[config.mk]
export PLATFORM = sky130hd
export DESIGN_NAME = credit_ledger
export DESIGN_NICKNAME = d
export VERILOG_FILES = /design/src/rtl/credit_ledger.sv
export SDC_FILE = /design/constraint.sdc
export NUM_CORES = 1
export LEC_CHECK = 0
export BUFFER_PORTS_ARGS = -buffer_cell sky130_fd_sc_hd__buf_2
export CORE_MARGIN = 5
export CORE_UTILIZATION = 30
export CTS_BUF_LIST = sky130_fd_sc_hd__clkbuf_4
export DETAILED_ROUTE_END_ITERATION = 10
export PLACE_DENSITY = 0.48
export SLEW_MARGIN = 5
export SYNTH_ARGS = -nofsm -noshare
export SYNTH_HDL_FRONTEND = slang
export SYNTH_SLANG_ARGS = --single-unit
[constraint.sdc]
create_clock -name clk -period 11.5 [get_ports clk]
set_input_delay 2.3 -clock clk [delete_from_list [all_inputs] [get_ports clk]]
set_output_delay 2.3 -clock clk [all_outputs]
set_load 0.1 [all_outputs]
[src/rtl/credit_ledger.sv]
// Credit balance (3-digit BCD) and last-win (2-digit BCD) bookkeeping ahead of the display mux.
// Optional build macro PAYOUT_ANIM_EN slows payout to one credit per PAYOUT_DIV clocks.
module credit_ledger #(
   parameter int unsigned COIN_CREDITS = 1,
   parameter int unsigned BET_COST     = 1,
   parameter int unsigned PAYOUT_DIV   = 2000000
) (
   input  logic       clk,
   input  logic       reset_n,
   input  logic       coin_in,
   input  logic       win_valid,
   input  logic [6:0] win_amt,
   input  logic       spin_req,
   output logic       spin_grant,
   output logic       spin_deny,
   output logic       busy,
   output logic [3:0] won_amt1,
   output logic [3:0] won_amt2,
   output logic [3:0] credit_amt1,
   output logic [3:0] credit_amt2,
   output logic [3:0] credit_amt3
);

   localparam int unsigned SUM_W  = 10;
   localparam int unsigned PEND_W = 8;

   localparam logic [1:0] IDLE   = 2'd0;
   localparam logic [1:0] PAYOUT = 2'd1;
   localparam logic [1:0] DEBIT  = 2'd2;

   if (COIN_CREDITS < 1 || COIN_CREDITS > 15 || BET_COST < 1 || BET_COST > 15 || PAYOUT_DIV < 1)
   begin : g_bad_param
      $error("credit_ledger: parameter out of range");
   end

   logic [1:0]        state_q, state_d;
   logic [PEND_W-1:0] pend_q, pend_d;
   logic [3:0]        dcnt_q, dcnt_d;
   logic [3:0]        c1_q, c1_d, c2_q, c2_d, c3_q, c3_d;
   logic [3:0]        w1_q, w1_d, w2_q, w2_d;
   logic              grant_q, grant_d, deny_q, deny_d, busy_q, busy_d;

   logic              tick_c;
   logic [6:0]        win_clamp_c;
   logic [SUM_W-1:0]  add_c, sum_c, cred_bin_c;
   logic              pay_c, can_spin_c;

`ifdef PAYOUT_ANIM_EN
   localparam int unsigned PRE_W = (PAYOUT_DIV > 1) ? $clog2(PAYOUT_DIV) : 1;
   logic [PRE_W-1:0] pre_q, pre_d;

   assign tick_c = (pre_q == PRE_W'(PAYOUT_DIV - 1));

   // Prescaler only runs in PAYOUT, so it restarts from 0 on every entry
   always_comb begin
      pre_d = '0;
      if (state_q == PAYOUT && !tick_c) pre_d = pre_q + PRE_W'(1);
   end

   always_ff @(posedge clk or negedge reset_n) begin
      if (!reset_n) pre_q <= '0;
      else          pre_q <= pre_d;
   end
`else
   assign tick_c = 1'b1;
`endif

   // Pending-credit arithmetic shared by all states
   always_comb begin
      win_clamp_c = (win_amt > 7'd99) ? 7'd99 : win_amt;
      add_c       = (coin_in   ? SUM_W'(COIN_CREDITS) : '0)
                  + (win_valid ? SUM_W'(win_clamp_c)  : '0);
      pay_c       = (state_q == PAYOUT) && tick_c && (pend_q != '0);
      sum_c       = SUM_W'(pend_q) - SUM_W'(pay_c) + add_c;
      pend_d      = (sum_c > SUM_W'(255)) ? PEND_W'(255) : sum_c[PEND_W-1:0];
      cred_bin_c  = SUM_W'(c1_q) * SUM_W'(100) + SUM_W'(c2_q) * SUM_W'(10) + SUM_W'(c3_q);
      can_spin_c  = (state_q == IDLE) && (pend_q == '0) && !coin_in && !win_valid
                  && (cred_bin_c >= SUM_W'(BET_COST));
   end

   always_comb begin
      state_d = state_q;
      dcnt_d  = dcnt_q;
      c1_d    = c1_q;
      c2_d    = c2_q;
      c3_d    = c3_q;
      w1_d    = w1_q;
      w2_d    = w2_q;
      grant_d = 1'b0;
      deny_d  = 1'b0;

      unique case (state_q)
         IDLE: begin
            if (pend_q != '0) state_d = PAYOUT;
            if (spin_req) begin
               if (can_spin_c) begin
                  state_d = DEBIT;
                  dcnt_d  = 4'(BET_COST);
               end else begin
                  deny_d = 1'b1;
               end
            end
         end
         PAYOUT: begin
            deny_d = spin_req;
            // Increments past 999 are dropped while pend_add keeps draining
            if (pay_c && cred_bin_c != SUM_W'(999)) begin
               if (c3_q != 4'd9) c3_d = c3_q + 4'd1;
               else begin
                  c3_d = 4'd0;
                  if (c2_q != 4'd9) c2_d = c2_q + 4'd1;
                  else begin
                     c2_d = 4'd0;
                     c1_d = c1_q + 4'd1;
                  end
               end
            end
            if (pend_d == '0) state_d = IDLE;
         end
         DEBIT: begin
            deny_d = spin_req;
            if (cred_bin_c != '0) begin
               if (c3_q != 4'd0) c3_d = c3_q - 4'd1;
               else begin
                  c3_d = 4'd9;
                  if (c2_q != 4'd0) c2_d = c2_q - 4'd1;
                  else begin
                     c2_d = 4'd9;
                     c1_d = c1_q - 4'd1;
                  end
               end
            end
            dcnt_d = dcnt_q - 4'd1;
            if (dcnt_q == 4'd1) begin
               state_d = IDLE;
               grant_d = 1'b1;
               w1_d    = 4'd0;
               w2_d    = 4'd0;
            end
         end
         default: state_d = IDLE;
      endcase

      // A fresh win report overrides the clear-on-grant
      if (win_valid) begin
         w1_d = 4'(win_clamp_c / 7'd10);
         w2_d = 4'(win_clamp_c % 7'd10);
      end

      busy_d = (state_d != IDLE) || (pend_d != '0);
   end

   always_ff @(posedge clk or negedge reset_n) begin
      if (!reset_n) begin
         state_q <= IDLE;
         pend_q  <= '0;
         dcnt_q  <= '0;
         c1_q    <= '0;
         c2_q    <= '0;
         c3_q    <= '0;
         w1_q    <= '0;
         w2_q    <= '0;
         grant_q <= 1'b0;
         deny_q  <= 1'b0;
         busy_q  <= 1'b0;
      end else begin
         state_q <= state_d;
         pend_q  <= pend_d;
         dcnt_q  <= dcnt_d;
         c1_q    <= c1_d;
         c2_q    <= c2_d;
         c3_q    <= c3_d;
         w1_q    <= w1_d;
         w2_q    <= w2_d;
         grant_q <= grant_d;
         deny_q  <= deny_d;
         busy_q  <= busy_d;
      end
   end

   assign spin_grant  = grant_q;
   assign spin_deny   = deny_q;
   assign busy        = busy_q;
   assign won_amt1    = w1_q;
   assign won_amt2    = w2_q;
   assign credit_amt1 = c1_q;
   assign credit_amt2 = c2_q;
   assign credit_amt3 = c3_q;

endmodule
==> results of run 1 <==
==> power by group through the flow <==
stage	clock network, mW	logic [mW]	registers (mW)
finish	0.0661	0.944	0.239
global route	0.0760	1.05	0.248
CTS	0.0693	0.952	0.239
detailed placement	0	0.944	0.241
global placement	0	0.940	0.240
floorplan	0	0.610	0.402
==> layout by cell type (no fill, tap or decap), types with 3 or more instances in the layout <==
cell / n
or3_1: 3
clkbuf_4: 5
ha_1: 47
nor2b_1: 11
o31a_1: 3
nand2_1: 34
or2_2: 5
buf_2: 34
nor3_1: 17
and2_1: 4
o211ai_1: 6
o31ai_1: 4
a21oi_1: 33
or4_1: 3
o21ai_1: 3
o22ai_1: 4
a31oi_1: 4
xnor2_1: 15
xor2_1: 13
nor3b_1: 7
a211oi_1: 10
o21bai_1: 5
o21ai_0: 24
mux2i_1: 5
nand3b_1: 5
dfrtp_1: 37
nand3_1: 11
nand2b_1: 10
and3_1: 5
a21o_1: 6
fa_1: 7
inv_1: 36
nand4_1: 6
nor2_1: 29
o21a_1: 8
==> area by class of cell <==
cell class | instances | area [um^2]
Fill cell | 1346 | 8760
Multi-Input combinational cell | 386 | 2820
Sequential cell | 37 | 926
Tap cell | 176 | 220
Timing Repair Buffer | 34 | 170
Inverter | 37 | 139
Clock buffer | 5 | 37.5
Clock inverter | 3 | 12.5
==> cell families after synthesis <==
| family | synth area share, % |
|---|---|
| buffers and inverters | 5.31 |
| xor gates and xnor gates | 6.20 |
| muxes | 1.27 |
| adders and majority gates | 18.4 |
| AOI/OAI and AO/OA | 23.6 |
| and+or+nand+nor | 21.7 |
| other | 0.0948 |
| DFF | 23.4 |
==> sequential cells by signal, summed over array words and instances, names as in the netlist <==
register     count
dcnt_q           4
spin_grant       1
credit_amt1      4
credit_amt2      4
won_amt2         4
credit_amt3      4
busy             1
state_q          2
spin_deny        1
pend_q           8
won_amt1         4
==> metal layers <==
layer / share of wire [%] / vias to the layer above / global-route usage, %
met1: 51 / 1643 / 17.0
li1: - / 1766 / -
met4: 0.69 / 0 / 2.04
met5: 0 / - / 0
met2: 44 / 69 / 18.7
met3: 4.5 / 8 / 2.66
==> worst max-delay path by stage <==
stage	end	startpoint	slack, ns
6_report	won_amt1[0]$_DFFE_PN0P_	win_amt[6]	5.74
5_1_grt	won_amt2[1]$_DFFE_PN0P_	win_amt[6]	5.44
4_1_cts	won_amt1[0]$_DFFE_PN0P_	win_amt[6]	5.81
3_5_place_dp	won_amt1[0]$_DFFE_PN0P_	win_amt[6]	5.43
3_3_place_gp	busy$_DFF_PN0_	win_amt[6]	5.50
2_1_floorplan	won_amt1[0]$_DFFE_PN0P_	win_amt[5]	6.05
==> stage by stage <==
stage | utilization (%) | instances | area, um^2
global placement | 32.7 | 670 | 4270
CTS | 33.0 | 678 | 4320
detailed placement | 32.7 | 670 | 4270
floorplan | - | 475 | 3960
global route | 33.0 | 678 | 4320
finish | 33.0 | 678 | 4320
==> worst max-delay path: cells and delay by family <==
family          cells  cell delay [ns]
simple gates        4             0.89
buf+inv             4             0.46
fa+ha+maj           3             0.78
compound gates      7             1.56
==> impl_metrics.py, run 1 <==
metrics = {
    "outcome": {
        "status": "finished, final reports clean",
    },
    "placement": {
        "dpl.hpwl_mm": 7.43,
        "place_congestion": 0.855,
        "dpl_worst_slack_ns": 5.43,
        "portBuffers": 34,
    },
    "timing": {
        "fin_ws_ns": 5.74,
        "fmax_mhz": 174,
        "post-route-period-util_pct": 50.1,
        "slew_headroom_pct": 39.4,
        "timing.final.hold_violations": 0,
        "setup_violations": 0,
        "worst_slew_pin_slew_ns": 0.908,
        "whs_ns": 0.476,
        "maxSlewViolCount": 0,
        "rsz0062_at_grt": "no",
        "fin_worst_skew_ns": 0.0126,
        "tns_ns": 0,
        "min_period_ns": 5.76,
    },
    "floorplan": {
        "dieHeight_um": 125,
        "core-area_mm2": 0.0131,
        "start_util_pct": 30.2,
        "row_count": 42,
        "ioPinCount": 35,
        "dieWidth_um": 125,
        "die_area_mm2": 0.0156,
    },
    "synthesis": {
        "synth.most_common_cell": "ha_1",
        "synthArstFlopShare_pct": 100,
        "ys.flop_type": "dfrtp_1",
        "netlist_area_mm2": 0.00396,
        "yosysTopAreaCellShare_pct": 23.4,
        "syn_nets": 541,
        "yosys.area.top_type": "dfrtp_1",
        "avgSynthCellArea_um2": 8.33,
        "yosys-top-cells-count": "47 x ha_1, 37 x dfrtp_1, 36 x inv_1",
        "synth_area_leaders": "dfrtp_1 23%, ha_1 15%, a21oi_1 4.2%",
        "ys_types": 72,
        "ys_seq_area_share_pct": 23.4,
        "synth-edff-count": 0,
        "ys_ff_latch": 37,
        "yosysWarnings": 0,
        "syn_inst": 475,
    },
    "power_and_ir_drop": {
        "p_comb_share_pct": 75.6,
        "ir_drop_v": 0.000253,
        "p_leak_nw": 1.95,
        "powerDensity_mw_per_mm2": 289,
        "pwr-share-clk_pct": 5.3,
        "total_power_mw": 1.25,
        "p_sw_mw": 0.725,
        "seq_power_share_pct": 19.1,
        "internal-power_mw": 0.524,
        "swShare_pct": 58.1,
    },
    "clocking": {
        "cts_tree": "yes",
        "clkTransAtPathRegs_ns": 0.11,
        "cts_sinks": 37,
        "hold_buffers": 0,
        "htreeDepth": 2,
        "clkLatencyLatePin_ns": 0.35,
        "root_buffer": "clkbuf_4",
        "cts_made_buffers": 5,
        "cts_setup_buffers": 0,
        "cts_buffer_depth": 2,
        "cts_resized": 0,
    },
    "route": {
        "totalWireLength_mm": 9.43,
        "first_pass_iters": 4,
        "routed_via_density": 5.14,
        "vias": 3486,
        "antenna_left": 0,
        "dr.first_iter.drc_count": 294,
        "drcViolationCount": 0,
        "wl_per_cell_um": 13.9,
    },
    "grt": {
        "grt_max_degree": 38,
        "grt_pass1_wl_mm": 15.9,
        "antenna_found_initial": 0,
        "overflow": 0,
        "grt_pass1_vias": 3370,
        "grtUsageTotal_pct": 11.9,
    },
    "worst_setup_path": {
        "crit_fanout": 15,
        "cp-start-kind": "input port",
        "worst_r2r_startpoint": "credit_amt2[1]$_DFFE_PN0P_",
        "rrSetupSlack_ns": 7.05,
        "cp.required_ns": 11.75,
        "ff2ff_path_depth": 14,
        "critical_path_class": "in -> reg",
        "slowest_stage": "o211ai_1",
        "worstReg2RegEnd": "credit_amt2[2]$_DFFE_PN0P_",
        "crit_chain": "buf_2, nand2_2, nand2_1, inv_1, ha_1, or3_1, o211ai_1, ha_1, inv_1, o211a_1, nor2_1, o31a_1, o21a_1, ha_1, inv_1, a311oi_1, o21ai_0, a21o_1",
        "arrival_ns": 6.00,
        "endpoint_kind": "register",
        "critPathMaxStageDelay_ns": 0.36,
    },
    "layout": {
        "drive_above_1_share_pct": 11.2,
        "diodes": 0,
        "finalNetCount": 567,
        "area_growth_pct": 9.33,
    },
    "run": {
        "drv_cap": 0,
    },
    "hold_path": {
        "hold_depth": 2,
        "hp-start": "won_amt1[2]$_DFFE_PN0P_",
        "holdCritPathClass": "reg -> reg",
        "holdPathEnd": "won_amt1[2]$_DFFE_PN0P_",
    },
}
No activity file was read; power rests on OpenSTA's default activity.
==> run 2: changes to the inputs <==
--- a/config.mk
+++ b/config.mk
@@ -5,6 +5,7 @@
 export SDC_FILE = /design/constraint.sdc
 export NUM_CORES = 1
 export LEC_CHECK = 0
+export ABC_AREA = 1
 export BUFFER_PORTS_ARGS = -buffer_cell sky130_fd_sc_hd__buf_2
 export CORE_MARGIN = 5
 export CORE_UTILIZATION = 30
==> constraint.sdc (replaced) <==
create_clock -name clk -period 5.6 [get_ports clk]
set_input_delay 1.12 -clock clk [delete_from_list [all_inputs] [get_ports clk]]
set_output_delay 1.12 -clock clk [all_outputs]
set_load 0.1 [all_outputs]
==> run 2 against run 1 <==
Net effect: critical path depth rose by 5; first-iteration DRC count fell by 50%; register-to-register slack worse by 5.5 ns; sequential share of layout area grew 0.51 points; routed wire length down 6.5%; via count decreased by 3.3%; die area is 3.7% lower; non-clock buffer count unchanged; core utilization grew 0.70 points; global-route usage up 0.54 points; cell count up 8.1%; clock-buffer cell count increased by 1; critical path type unchanged; critical endpoint is now busy$_DFF_PN0_.
==> impl_metrics.py, run 2 <==
metrics = {
    "clocking": {
        "cts_resized": 0,
        "cts_sinks": 37,
        "hold_buffers": 0,
        "cts_buffer_depth": 2,
        "clkLatencyLatePin_ns": 0.34,
        "cts_setup_buffers": 0,
        "cts_made_buffers": 5,
        "clkTransAtPathRegs_ns": 0.11,
        "cts_tree": "yes",
        "root_buffer": "clkbuf_4",
        "htreeDepth": 2,
    },
    "placement": {
        "placed_cell_area_mm2": 0.00417,
        "portBuffers": 34,
        "dpl_worst_slack_ns": 1.15,
        "dpl.hpwl_mm": 7.40,
        "place_congestion": 0.846,
    },
    "floorplan": {
        "ioPinCount": 35,
        "dieHeight_um": 123,
        "die_area_mm2": 0.0150,
        "dieWidth_um": 123,
        "start_util_pct": 30.3,
        "core-area_mm2": 0.0125,
        "row_count": 41,
    },
    "timing": {
        "min_period_ns": 4.06,
        "slew_headroom_pct": 41.5,
        "timing.final.hold_violations": 0,
        "fin_worst_skew_ns": 0.00918,
        "maxSlewViolCount": 0,
        "fin_ws_ns": 1.54,
        "fmax_mhz": 246,
        "setup_violations": 0,
        "tns_ns": 0,
        "worst_slew_pin_slew_ns": 0.877,
        "rsz0062_at_grt": "no",
        "post-route-period-util_pct": 72.5,
    },
    "synthesis": {
        "synthArstFlopShare_pct": 100,
        "ys_types": 41,
        "yosysWarnings": 0,
        "ys.flop_type": "dfrtp_1",
        "avgSynthCellArea_um2": 7.29,
        "synth-edff-count": 0,
        "yosys.area.top_type": "dfrtp_1",
        "yosysTopAreaCellShare_pct": 24.4,
        "syn_inst": 521,
        "netlist_area_mm2": 0.00380,
        "ys_seq_area_share_pct": 24.4,
        "ys_ff_latch": 37,
        "syn_nets": 587,
        "synth_area_leaders": "dfrtp_1 24%, ha_1 15%, nand2_1 11%",
        "synth.most_common_cell": "nand2_1",
        "yosys-top-cells-count": "107 x nand2_1, 86 x inv_1, 47 x ha_1",
    },
    "worst_setup_path": {
        "crit_fanout": 4,
        "endpoint_kind": "register",
        "cp.required_ns": 5.84,
        "crit_start": "win_amt[5]",
        "worst_r2r_startpoint": "credit_amt2[1]$_DFFE_PN0P_",
        "critical_path_class": "in -> reg",
        "arrival_ns": 4.30,
        "crit_chain": "buf_2, nand2_2, inv_1, nand2_1, inv_1, nor2_1, nor2_1, ha_1, nand2_1, nor4_1, inv_1, o32ai_1, ha_1, inv_1, o21bai_1, a21oi_1, nand2_1, xnor2_1, nand4_1, o21ai_1, nand3_1, a21oi_1, nand2_1",
        "critPathMaxStageDelay_ns": 0.35,
        "slowest_stage": "o32ai_1",
        "cp-start-kind": "input port",
    },
    "route": {
        "antenna_left": 0,
        "vias": 3370,
        "routed_via_density": 4.60,
        "totalWireLength_mm": 8.82,
        "wl_per_cell_um": 12.0,
        "first_pass_iters": 5,
        "dr.first_iter.drc_count": 146,
        "drcViolationCount": 0,
    },
    "outcome": {
        "status": "finished, final reports clean",
    },
    "grt": {
        "antenna_found_initial": 1,
        "grt_pass1_vias": 3393,
        "grtUsageTotal_pct": 12.5,
        "overflow": 0,
        "grt_max_degree": 38,
        "grt_pass1_wl_mm": 15.2,
    },
    "layout": {
        "fill_cells": 1356,
        "fin_area_mm2": 0.00422,
        "drive_above_1_share_pct": 12.5,
        "final_cell_mix": "107 x nand2_1, 86 x inv_1, 47 x ha_1",
        "finalNetCount": 625,
        "final_common_cell": "nand2_1",
        "final_util_pct": 33.7,
        "largest_reg_flops": 8,
        "largest-register": "pend_q",
        "area_growth_pct": 11.2,
    },
    "hold_path": {
        "holdCritPathClass": "reg -> reg",
        "hp-start": "won_amt2[1]$_DFFE_PN0P_",
    },
    "run": {
        "drv_cap": 0,
    },
}
[run 2: cell types whose count changed after synthesis, sizes merged, moves of 8 or more]
cell    delta
nand3     +29
xor2      +11
a211oi    -11
nand2b    -10
inv       +50
a21oi     -13
nor2b     -11
nor2      +14
nand2     +83
clkbuf     -8
o21a       -8
[run 2: kinds of logic (layout without fill, tap and decap cells)]
family,count (synthesis),count (layout),share of synthesized area [%]
AOI/OAI and AO/OA,68,68,10.1
DFF,37,37,24.4
other,1,2,0.0988
and+or+nand+nor,238,238,29.6
adders and majority gates,54,54,19.2
buffers and inverters,90,129,9.03
xor gates and xnor gates,33,33,7.61
[run 2: area by class of cell]
type / count / area (um^2) / area share (%)
clock inverters: 2 / 10.0 / 0.237
clock buffers: 6 / 45.0 / 1.07
well taps: 172 / 215 / 5.09
repair buffers: 34 / 170 / 4.03
diodes: 1 / 2.50 / 0.0592
multi-input cells: 394 / 2530 / 59.9
flip-flops and latches: 37 / 926 / 21.9
inverters: 87 / 327 / 7.73
[run 2: path summary, 6_finish.rpt]
check                                             end  slack, ns  cells after the start
max                                    busy$_DFF_PN0_       1.54                     23
min                           won_amt2[1]$_DFFE_PN0P_       0.49                      2
max reg2reg                     dcnt_q[0]$_DFFE_PN0P_       1.59                     20
min reg2reg                   won_amt2[1]$_DFFE_PN0P_       0.49                      2
max in group asynchronous         pend_q[5]$_DFF_PN0_       4.17                      1
min in group asynchronous  credit_amt2[0]$_DFFE_PN0P_       0.88                      1
[run 2: worst max-delay path: cells and delay by family]
| family | cells | cell delay, ns |
|---|---|---|
| AND/OR/NAND/NOR | 10 | 1.02 |
| AO/OA/AOI/OAI | 5 | 0.93 |
| adder cells (fa/ha/maj) | 2 | 0.51 |
| buffers and inverters | 5 | 0.49 |
| XOR/XNOR | 1 | 0.22 |
[run 2: layer usage]
layer,up-vias,GRT usage [%],share of wire [%]
li1,1777,-,-
met3,9,1.38,2.4
met2,49,22.5,49
met1,1535,15.4,46
met4,0,4.13,1.8
met5,-,0,0
[run 2: metrics by stage]
stage,std cells,hold slack [ns]
after floorplan,521,0.518
after global placement,724,0.463
after detailed placement,724,0.462
after CTS,732,0.493
after global routing,733,0.527
final,733,0.485
Power of run 2 is not shown: default switching activity piles up to over one toggle a cycle in this logic, so the estimate is an artifact.
==> run 3: changes to the inputs <==
--- a/config.mk
+++ b/config.mk
@@ -11,7 +11,7 @@
 export CORE_UTILIZATION = 30
 export CTS_BUF_LIST = sky130_fd_sc_hd__clkbuf_4
 export DETAILED_ROUTE_END_ITERATION = 10
-export PLACE_DENSITY = 0.48
+export PLACE_DENSITY = 0.5
 export SLEW_MARGIN = 5
 export SYNTH_ARGS = -nofsm -noshare
 export SYNTH_HDL_FRONTEND = slang
==> constraint.sdc (replaced) <==
create_clock -name clk -period 3.7 [get_ports clk]
set_input_delay 0.74 -clock clk [delete_from_list [all_inputs] [get_ports clk]]
set_output_delay 0.74 -clock clk [all_outputs]
set_load 0.1 [all_outputs]
==> run 3 against run 2 <==
Net effect: via count rose by 6.6%; final area rose by 15%; critical path depth fell by 4; die area stayed put; setup slack got worse by 1.4 ns; first-iteration DRC count grew 34%; largest cell class unchanged.
==> impl_metrics.py, run 3 (synthesis gave the netlist of run 2 again) <==
metrics = {
    "outcome": {
        "status": "finished, final reports clean",
    },
    "placement": {
        "place_congestion": 0.808,
        "dp.cells": 765,
        "dpl.hpwl_mm": 7.77,
        "portBuffers": 34,
    },
    "timing": {
        "min_period_ns": 3.56,
        "whs_ns": 0.489,
        "timing.final.hold_violations": 0,
        "fmax_mhz": 281,
        "setup_violations": 0,
        "fin_worst_skew_ns": 0.0141,
        "slew_headroom_pct": 41.9,
        "worst_slew_pin_slew_ns": 0.871,
        "maxSlewViolCount": 0,
        "post-route-period-util_pct": 96.2,
    },
    "hold_path": {
        "holdCritPathClass": "in -> async",
    },
    "layout": {
        "instances_no_fill": 781,
        "largest_reg_flops": 8,
        "final_cell_mix": "101 x nand2_1, 83 x inv_1, 48 x buf_4",
        "area_growth_pct": 28.4,
        "diodes": 0,
        "drive_above_1_share_pct": 27.8,
        "largest-register": "pend_q",
        "final_common_cell": "nand2_1",
        "finalNetCount": 674,
        "fill_cells": 1344,
    },
    "route": {
        "routed_via_density": 4.60,
        "vias": 3591,
        "drcViolationCount": 0,
        "totalWireLength_mm": 9.57,
        "wl_per_cell_um": 12.3,
        "dr.first_iter.drc_count": 195,
        "antenna_left": 0,
        "first_pass_iters": 4,
    },
    "clocking": {
        "cts_sinks": 37,
        "cts_made_buffers": 5,
        "cts_buffer_depth": 2,
        "clkTransAtPathRegs_ns": 0.14,
        "cts_tree": "yes",
        "htreeDepth": 2,
        "root_buffer": "clkbuf_4",
        "clkLatencyLatePin_ns": 0.36,
    },
    "worst_setup_path": {
        "worst_r2r_startpoint": "credit_amt2[1]$_DFFE_PN0P_",
        "crit_fanout": 3,
        "cp.required_ns": 4.00,
        "crit_start": "credit_amt2[1]$_DFFE_PN0P_",
        "endpoint_kind": "register",
        "arrival_ns": 3.86,
        "cp-start-kind": "register",
        "critical_path_class": "reg -> reg",
    },
    "floorplan": {
        "core-area_mm2": 0.0125,
        "dieHeight_um": 123,
        "dieWidth_um": 123,
        "ioPinCount": 35,
        "die_area_mm2": 0.0150,
        "row_count": 41,
        "start_util_pct": 30.3,
    },
    "grt": {
        "grt_pass1_vias": 3617,
        "grt_max_degree": 38,
        "overflow": 0,
        "grt_pass1_wl_mm": 16.2,
        "antenna_found_initial": 0,
        "grtUsageTotal_pct": 13.2,
    },
    "run": {
        "drv_cap": 0,
    },
}
## run 3: area by class of cell
| class | instances | area, um^2 | area share [%] |
|---|---|---|---|
| inverters | 87 | 327 | 6.70 |
| clock inverters | 3 | 46.3 | 0.949 |
| flip-flops and latches | 37 | 941 | 19.3 |
| clock buffers | 5 | 37.5 | 0.770 |
| well taps | 172 | 215 | 4.41 |
| repair buffers | 83 | 542 | 11.1 |
| multi-input cells | 394 | 2770 | 56.8 |
## run 3: worst paths after layout
path / cells after the start / end / slack (ns)
min in group clk: 2 / won_amt2[1]$_DFFE_PN0P_ / 0.50
hold reg to reg: 2 / won_amt2[1]$_DFFE_PN0P_ / 0.50
max in group asynchronous: 1 / credit_amt2[1]$_DFFE_PN0P_ / 2.58
setup reg to reg: 19 / state_q[0]$_DFF_PN0_ / 0.14
setup / recovery: 19 / state_q[0]$_DFF_PN0_ / 0.14
hold / removal: 1 / spin_grant$_DFF_PN0_ / 0.49
## run 3: timing repair
action	4_1_cts	5_1_grt
pin swaps	1	25
hold endpoints to repair	0	0
resized for setup	1	53
gates cloned	0	0
endpoints found under the setup margin	1	20
hold buffers	0	0
buffers inserted	0	8
## run 3: stage by stage
| step | setup TNS (ns) | setup WS (ns) | instance area, um^2 | utilization, % |
|---|---|---|---|---|
| after floorplan | 0 | 0.0265 | 3810 | - |
| after global placement | -0.134 | -0.0949 | 4490 | 35.9 |
| after detailed placement | -0.241 | -0.133 | 4490 | 35.9 |
| after CTS | 0 | 0.0126 | 4580 | 36.6 |
| after global routing | -0.111 | -0.0461 | 4880 | 39.0 |
| final | 0 | 0.140 | 4880 | 39.0 |
## run 3: per-layer routing
layer / vias to the layer above / global-route usage [%] / wire (um)
li1: 1866 / - / -
met1: 1653 / 16.1 / 4220
met2: 57 / 24.5 / 4900
met3: 15 / 1.75 / 317
met4: 0 / 3.08 / 131
met5: - / 0 / 0
## run 3: worst max-delay path, cell delays in order (launching register included)
cell      delay (ns)
dfrtp_4         0.51
ha_4            0.25
ha_4            0.16
fa_2            0.35
xor2_1          0.17
ha_1            0.33
ha_4            0.29
inv_1           0.05
o21bai_2        0.17
a21oi_1         0.06
nand2_1         0.11
xor2_2          0.17
inv_1           0.07
nor2_2          0.15
nand2_2         0.08
nand3_2         0.09
buf_6           0.11
nand3_1         0.07
a21oi_2         0.17
and2_1          0.14
Power of run 3 is left out for the same reason.
